$ cat config.mk
export PLATFORM = sky130hd
export DESIGN_NAME = tone_synth
export DESIGN_NICKNAME = d
export VERILOG_FILES = /design/src/rtl/tone_synth.sv
export SDC_FILE = /design/constraint.sdc
export NUM_CORES = 1
export LEC_CHECK = 0
export ABC_CLOCK_PERIOD_IN_PS = 4280
export BUFFER_PORTS_ARGS = -buffer_cell sky130_fd_sc_hd__buf_2
export CAP_MARGIN = 20
export CORE_ASPECT_RATIO = 0.8
export CORE_MARGIN = 10
export CORE_UTILIZATION = 30
export CTS_CLUSTER_SIZE = 30
export DETAILED_ROUTE_END_ITERATION = 10
export SYNTH_ARGS = -nofsm -noshare
export SYNTH_HDL_FRONTEND = slang
export SYNTH_SLANG_ARGS = --single-unit
$ cat constraint.sdc
create_clock -name clk -period 4.28 [get_ports clk]
set_clock_uncertainty 0.15 [all_clocks]
set_input_delay 0.214 -clock clk [delete_from_list [all_inputs] [get_ports clk]]
set_output_delay 0.214 -clock clk [all_outputs]
set_load 0.01 [all_outputs]
$ cat src/rtl/tone_synth.sv
// rtl/tone_synth.sv - square-wave tone generator; optional articulation gap under ARTIC_GAP_EN
`timescale 1ns/1ps
module tone_synth #(
    parameter int CNT_W      = 20,
    parameter int GAP_CYCLES = 1000000,
    // Pitch table is divided by 2**DIV_SHIFT before octave scaling; 0 gives true audio pitch.
    parameter int DIV_SHIFT  = 0
) (
    input  logic       clk,
    input  logic       rst_n,
    input  logic       en,
    input  logic [2:0] note,
    input  logic [1:0] octave,
    output logic       speaker,
    output logic       playing,
    output logic [2:0] cur_note,
    output logic [1:0] cur_oct
);

    localparam logic [1:0] ST_IDLE = 2'd0;
    localparam logic [1:0] ST_PLAY = 2'd1;
`ifdef ARTIC_GAP_EN
    localparam logic [1:0] ST_GAP  = 2'd2;
    localparam int GAP_W = (GAP_CYCLES > 1) ? $clog2(GAP_CYCLES) : 1;
    logic [GAP_W-1:0] gap_cnt;
    logic             new_pitch;
`endif

    logic [1:0]       state;
    logic [CNT_W-1:0] counter;
    logic [CNT_W-1:0] tbl_half;
    logic [CNT_W-1:0] base_half;
    logic [CNT_W-1:0] half;
    logic [CNT_W-1:0] half_m1;
    logic             toggle;
    logic             gap_end;
    logic             req_ok;
    logic             to_idle;

    always_comb begin
        tbl_half = '0;
        case (cur_note)
            3'd1:    tbl_half = CNT_W'(191113);
            3'd2:    tbl_half = CNT_W'(170262);
            3'd3:    tbl_half = CNT_W'(151686);
            3'd4:    tbl_half = CNT_W'(143173);
            3'd5:    tbl_half = CNT_W'(127551);
            3'd6:    tbl_half = CNT_W'(113636);
            3'd7:    tbl_half = CNT_W'(101239);
            default: tbl_half = '0;
        endcase
    end

    always_comb begin
        base_half = tbl_half >> DIV_SHIFT;
        case (cur_oct)
            2'b01:   half = base_half >> 1;
            2'b10:   half = base_half << 1;
            default: half = base_half;
        endcase
    end

    assign half_m1 = half - CNT_W'(1);
    assign toggle  = (state == ST_PLAY) && (counter == half_m1);
    assign req_ok  = en && (note != 3'd0);
    assign playing = (state != ST_IDLE);

`ifdef ARTIC_GAP_EN
    assign gap_end   = (state == ST_GAP) && (gap_cnt == GAP_W'(GAP_CYCLES - 1));
    assign new_pitch = ({note, octave} != {cur_note, cur_oct});
`else
    assign gap_end   = 1'b0;
`endif

    // Mute wins over everything; a rest is only honoured on a phase boundary.
    assign to_idle = (state != ST_IDLE) && (!en || ((note == 3'd0) && (toggle || gap_end)));

    always_ff @(posedge clk or negedge rst_n) begin
        if (!rst_n) begin
            state    <= ST_IDLE;
            counter  <= '0;
            speaker  <= 1'b0;
            cur_note <= 3'd0;
            cur_oct  <= 2'd0;
`ifdef ARTIC_GAP_EN
            gap_cnt  <= '0;
`endif
        end else if (to_idle) begin
            state    <= ST_IDLE;
            counter  <= '0;
            speaker  <= 1'b0;
            cur_note <= 3'd0;
            cur_oct  <= 2'd0;
        end else begin
            case (state)
                ST_IDLE: begin
                    if (req_ok) begin
                        state    <= ST_PLAY;
                        cur_note <= note;
                        cur_oct  <= octave;
                        counter  <= '0;
                        speaker  <= 1'b1;
                    end
                end
                ST_PLAY: begin
                    if (toggle) begin
                        counter  <= '0;
                        cur_note <= note;
                        cur_oct  <= octave;
`ifdef ARTIC_GAP_EN
                        if (new_pitch) begin
                            state   <= ST_GAP;
                            speaker <= 1'b0;
                            gap_cnt <= '0;
                        end else begin
                            speaker <= ~speaker;
                        end
`else
                        speaker  <= ~speaker;
`endif
                    end else begin
                        counter <= counter + CNT_W'(1);
                    end
                end
`ifdef ARTIC_GAP_EN
                ST_GAP: begin
                    if (gap_end) begin
                        state   <= ST_PLAY;
                        counter <= '0;
                        speaker <= 1'b1;
                    end else begin
                        gap_cnt <= gap_cnt + GAP_W'(1);
                    end
                end
`endif
                default: begin
                    state   <= ST_IDLE;
                    counter <= '0;
                    speaker <= 1'b0;
                end
            endcase
        end
    end

endmodule

After elaboration in Yosys (flattened, before gate mapping). Index checks and enable logic that the tools add are counted. W data, S select, Z words.

Register bits: 28. Input bits: 8. Output and inout port bits: 7. Word-level logic and storage cells: 57.

Add/sub/neg operators: 2. Equal/unequal tests: 14. Multiplexer cells: 21. Bitwise gates (word level): 1. Reductions and logical operators: 14.

Operators with widths (count): $pmux W18 S7 (1); $pmux W20 S2 (2); $mux W20 (3); $add A20 B1 Y20 const B (1); $eq A20 B20 Y1 (1); $sub A20 B1 Y20 const B (1); $eq A3 B3 Y1 const B (4); $mux W2 (5); $mux W3 (3); $pmux W2 S2 (2); $eq A3 B2 Y1 const B (2); $ne A3 B3 Y1 const B (2); $pmux W3 S2 (1); $reduce_bool A3 Y1 (2); $eq A2 B1 Y1 const B (2); $logic_and A1 B1 Y1 (4); $reduce_and A2 Y1 (2); $eq A3 B1 Y1 const B (1); $logic_not A3 Y1 (1); $mux W1 (3); $reduce_and A3 Y1 (1); $eq A2 B2 Y1 const B (1); $logic_not A2 Y1 (1); $ne A2 B2 Y1 const B (1); other kinds (5) (5).

Longest topological paths before layout.
Word-level depth: 11. Depth in mapped cells: 18.

Worst setup path after synthesis. No wires, ideal clock.

Path kind: flip-flop to flip-flop. Start point: register cur_oct[0]. End point: register counter[8]. Arrival: 3.684 ns. Slack: 0.328 ns. Cell stages (with the launch flop): 18. Buffers on the path: 2. Path through: dfrtp_1 inv_1 ha_1 buf_2 or2_2 a221o_1 inv_1 ha_1 inv_1 a2111oi_4 o31ai_1 or3_1 a211oi_2 a211oi_2 o311ai_4 buf_4 o21bai_1 a21o_1.

Longest elaborated chain between the ends: 9. Elaborated cells between the ends (all ways): 13. Those cells by class: 1 x add/sub; 4 x eq/ne; 4 x mux; 4 x reduce/logical.

Ends and longest elaborated chain: start, declared (RTL line 17) `output logic [1:0] cur_oct`; start signal, assigned (RTL line 100) `cur_oct <= octave;`; start signal, assigned (RTL line 109) `cur_oct <= octave;`; $eq A2 B2 Y1 / $eq A2 B1 Y1 (equally long branches) (RTL line 56) `case (cur_oct)`; $pmux W20 S2 * (RTL line 56); $sub A20 B1 Y20 * (RTL line 63) `assign half_m1 = half - CNT_W'(1);`; $eq A20 B20 Y1 * (RTL line 64) `assign toggle = (state == ST_PLAY) && (counter == half_m1);`; $logic_and A1 B1 Y1 * (RTL line 64); $logic_and A1 B1 Y1 (RTL line 76) `assign to_idle = (state != ST_IDLE) && (!en || ((note == 3'd0) && (toggle || gap_end)));`; $logic_or A1 B1 Y1 (RTL line 76); $logic_and A1 B1 Y1 (RTL line 76); $ne A3 B3 Y1 (no source line) / $mux W20 (equally long branches); end signal, assigned (RTL line 122) `counter <= counter + CNT_W'(1);`; end, declared (RTL line 30) `logic [CNT_W-1:0] counter;`.

Every way passes the cells marked *; elsewhere a longest branch is shown, timed or not. A chain may end at the register's enable or synchronous reset.

Worst setup path in the final report.
Start point: register cur_oct[0]. End point: register counter[7].

The elaborated chain is that of the path after synthesis.

==> impl_metrics.py <==
metrics = {
    "die": {
        "rows": 31,
        "fp.coreArea_sq_um": 9040,
        "num_io_pins": 15,
        "die_w_um": 128,
        "start_util_pct": 30.8,
        "die_y_um": 106,
        "die_area_sq_um": 13600,
    },
    "run": {
        "maxCapViolCount": 0,
    },
    "outcome": {
        "status": "complete, no violations",
    },
    "worst_setup_path": {
        "path_buf_inv": 4,
        "critPathMaxFanout": 12,
        "crit_path_start_kind": "flop",
        "slowest_delay_ns": 0.40,
        "criticalPathCategory": "reg2reg",
        "cp_slowest_cell": "dfrtp_1",
        "crit_path_end_kind": "flop",
        "path_cells": "buf_4 > ha_1 > or2_2 > a221o_1 > inv_1 > ha_1 > inv_1 > a2111oi_4 > o31ai_4 > or3_4 > a211oi_2 > a211oi_2 > o311ai_4 > buf_4 > o21bai_1 > a21o_1",
        "cpLargestDelayFamily": "compound AO/OA/AOI/OAI gates",
        "cp_data_arrival_time_ns": 4.11,
        "crit_required_ns": 4.28,
    },
    "pwr": {
        "power.total_uw": 1000,
        "total_leakage_power_uw": 0.00131,
        "vdd_drop_max_mv": 0.196,
        "power.density_nw_per_um2": 318,
    },
    "layout": {
        "syn2layout_area_growth_pct": 13.3,
        "seqCellArea_sq_um": 676,
        "fillers": 949,
        "instances_no_fill": 475,
        "n_antenna_cell": 0,
        "layout.nets": 373,
        "drive_above_1_share_pct": 16.1,
        "multi_input_area_sq_um": 1980,
        "final_area_sq_um": 3150,
    },
    "drt": {
        "drtPass1Iterations": 4,
        "drt_wl_total_mm": 7.49,
        "drt-initial-drc-count": 191,
        "routedWlPerCell_um": 15.8,
        "drcViolationCount": 0,
        "via_count": 2676,
        "vias_per_cell": 5.63,
        "ant_nets": 0,
    },
    "synth": {
        "yosysTopAreaCellShare_pct": 24.3,
        "ys_seq_elements": 27,
        "syn_nets": 361,
        "syn_inst": 349,
        "synth_ff_type": "dfrtp_1",
        "ys_async_sr_fraction_pct": 100,
        "yosys_warnings": 0,
        "synth_common_cells": "nand2_1 (33), dfrtp_1 (27), o21ai_0 (25)",
        "synth_area_sq_um": 2790,
        "synth.avg_cell_area_sq_um": 7.98,
        "synth.distinct_cells": 64,
        "synth_edf_count": 0,
        "yosysSeqAreaShare_pct": 24.3,
        "yosysTopAreaCell": "dfrtp_1",
        "ys_top_cells_by_area": "dfrtp_1 (24%), o21ai_0 (4.5%), nand2_1 (4.4%), a21o_1 (3.2%), xor2_1 (3.1%)",
        "post-synth-top-count-cell": "nand2_1",
    },
    "cts": {
        "clk_latency_ns": 0.26,
        "cts_root_buffer": "clkbuf_16",
        "cts.path.max_buffers": 2,
        "cts_tree": "done",
        "path_clk_slew_ns": 0.07,
        "htree_levels": 1,
        "clock_sinks": 27,
        "cts_buffers": 3,
    },
    "grt": {
        "track_usage_pct": 10.8,
        "grt_pass1_wl_mm": 12.6,
        "grt_pass1_vias": 2486,
        "grt_max_degree": 35,
        "antenna_found_initial": 0,
        "grt_overflow": 0,
    },
    "timing": {
        "final_hold_viol_count": 0,
        "timing.fmax_mhz": 244,
        "maxSlewHeadroom_pct": 49.5,
        "layout_worst_path_cycle_share_pct": 95.9,
        "tns_ns": 0,
        "finalSetupViolCount": 0,
        "tightest_slew_ns": 0.738,
        "hold_ws_ns": 0.0190,
        "drv_slew": 0,
        "min_period_ns": 4.11,
    },
    "placed_design": {
        "place.gp.congestion": 0.914,
        "dpl_cell_area_sq_um": 2990,
        "dpl.hpwl_mm": 5.71,
        "portBuffers": 14,
        "placed_cells": 466,
    },
    "min_path": {
        "hold_class": "in2reg",
    },
}
## cells in the final DEF, fill, tap and decap left out, types with 3 or more instances in the layout
cell type	n
o21a_1	8
nand3_1	10
nor2_1	9
or2_2	4
buf_4	19
nor3b_1	11
or3_1	5
inv_1	11
nand2_1	33
o31ai_1	6
a21oi_1	14
nor4_1	5
a22o_1	7
clkbuf_16	3
nor3_1	7
o21bai_1	8
xor2_1	10
o22ai_1	6
buf_2	14
nor2b_1	7
and3_1	6
a211oi_1	7
o31a_1	4
o211ai_1	4
xnor2_1	8
nand2b_1	6
o21ai_0	25
ha_1	3
a21o_1	12
dfrtp_1	27
and2_1	6
and3b_1	3
## worst paths after layout
check | slack, ns | cells past startpoint | to | start
setup / recovery | 0.17 | 16 | counter[7] | cur_oct[0]
hold / removal | 0.02 | 2 | cur_oct[0] | octave[0]
setup reg to reg | 0.17 | 16 | counter[7] | cur_oct[0]
hold reg to reg | 0.37 | 1 | speaker | speaker
max in group asynchronous | 3.21 | 2 | counter[14] | rst_n
min in group asynchronous | 0.35 | 2 | cur_note[2] | rst_n
## registers in the layout (all words and copies together), names as in the netlist
register and cells:
state 1, speaker 1, cur_note 3, cur_oct 2, counter 20
## what timing repair did
action,in CTS,in global routing
setup endpoints to repair,0,22
resized for setup,0,8
hold endpoints to repair,27,0
buffers inserted,0,4
hold buffers,1,0
## logic make-up after synthesis
group | Yosys count | synth area share [%]
flip-flops | 27 | 24.3
adder cells (fa/ha/maj) | 5 | 2.16
buffers and inverters | 39 | 6.06
AO/OA/AOI/OAI | 129 | 34.2
AND/OR/NAND/NOR | 127 | 25.5
XOR/XNOR | 19 | 6.47
multiplexers | 3 | 1.30
## where the power goes
part	switching (uW)	internal (uW)	total, uW
Clock	85.2	127	213
Sequential	16.8	267	284
Combinational	293	213	506
Total	395	607	1000
## layout make-up
cell class	instances	area share, %
timing repair buffer	35	7.42
multi-input combinational	283	62.8
tap	115	4.56
clock buffer	4	2.50
sequential	27	21.4
inverter	11	1.31
## metal layers
metal | track usage (%) | part of all wire, % | vias to the layer above
met2 | 15.3 | 42 | 77
met5 | 0 | 0 | -
met4 | 1.04 | 0.72 | 0
li1 | - | - | 1328
met3 | 2.53 | 6.0 | 6
met1 | 16.4 | 51 | 1265
## stage by stage
stage                     setup slack [ns]  util [%]
after global routing               -0.0152      34.9
after global placement               0.274      33.1
after CTS                            0.109      34.1
after floorplan                      0.328         -
final                                0.174      34.9
after detailed placement             0.150      33.1
Note: power is estimated with default switching activity, not from simulation.
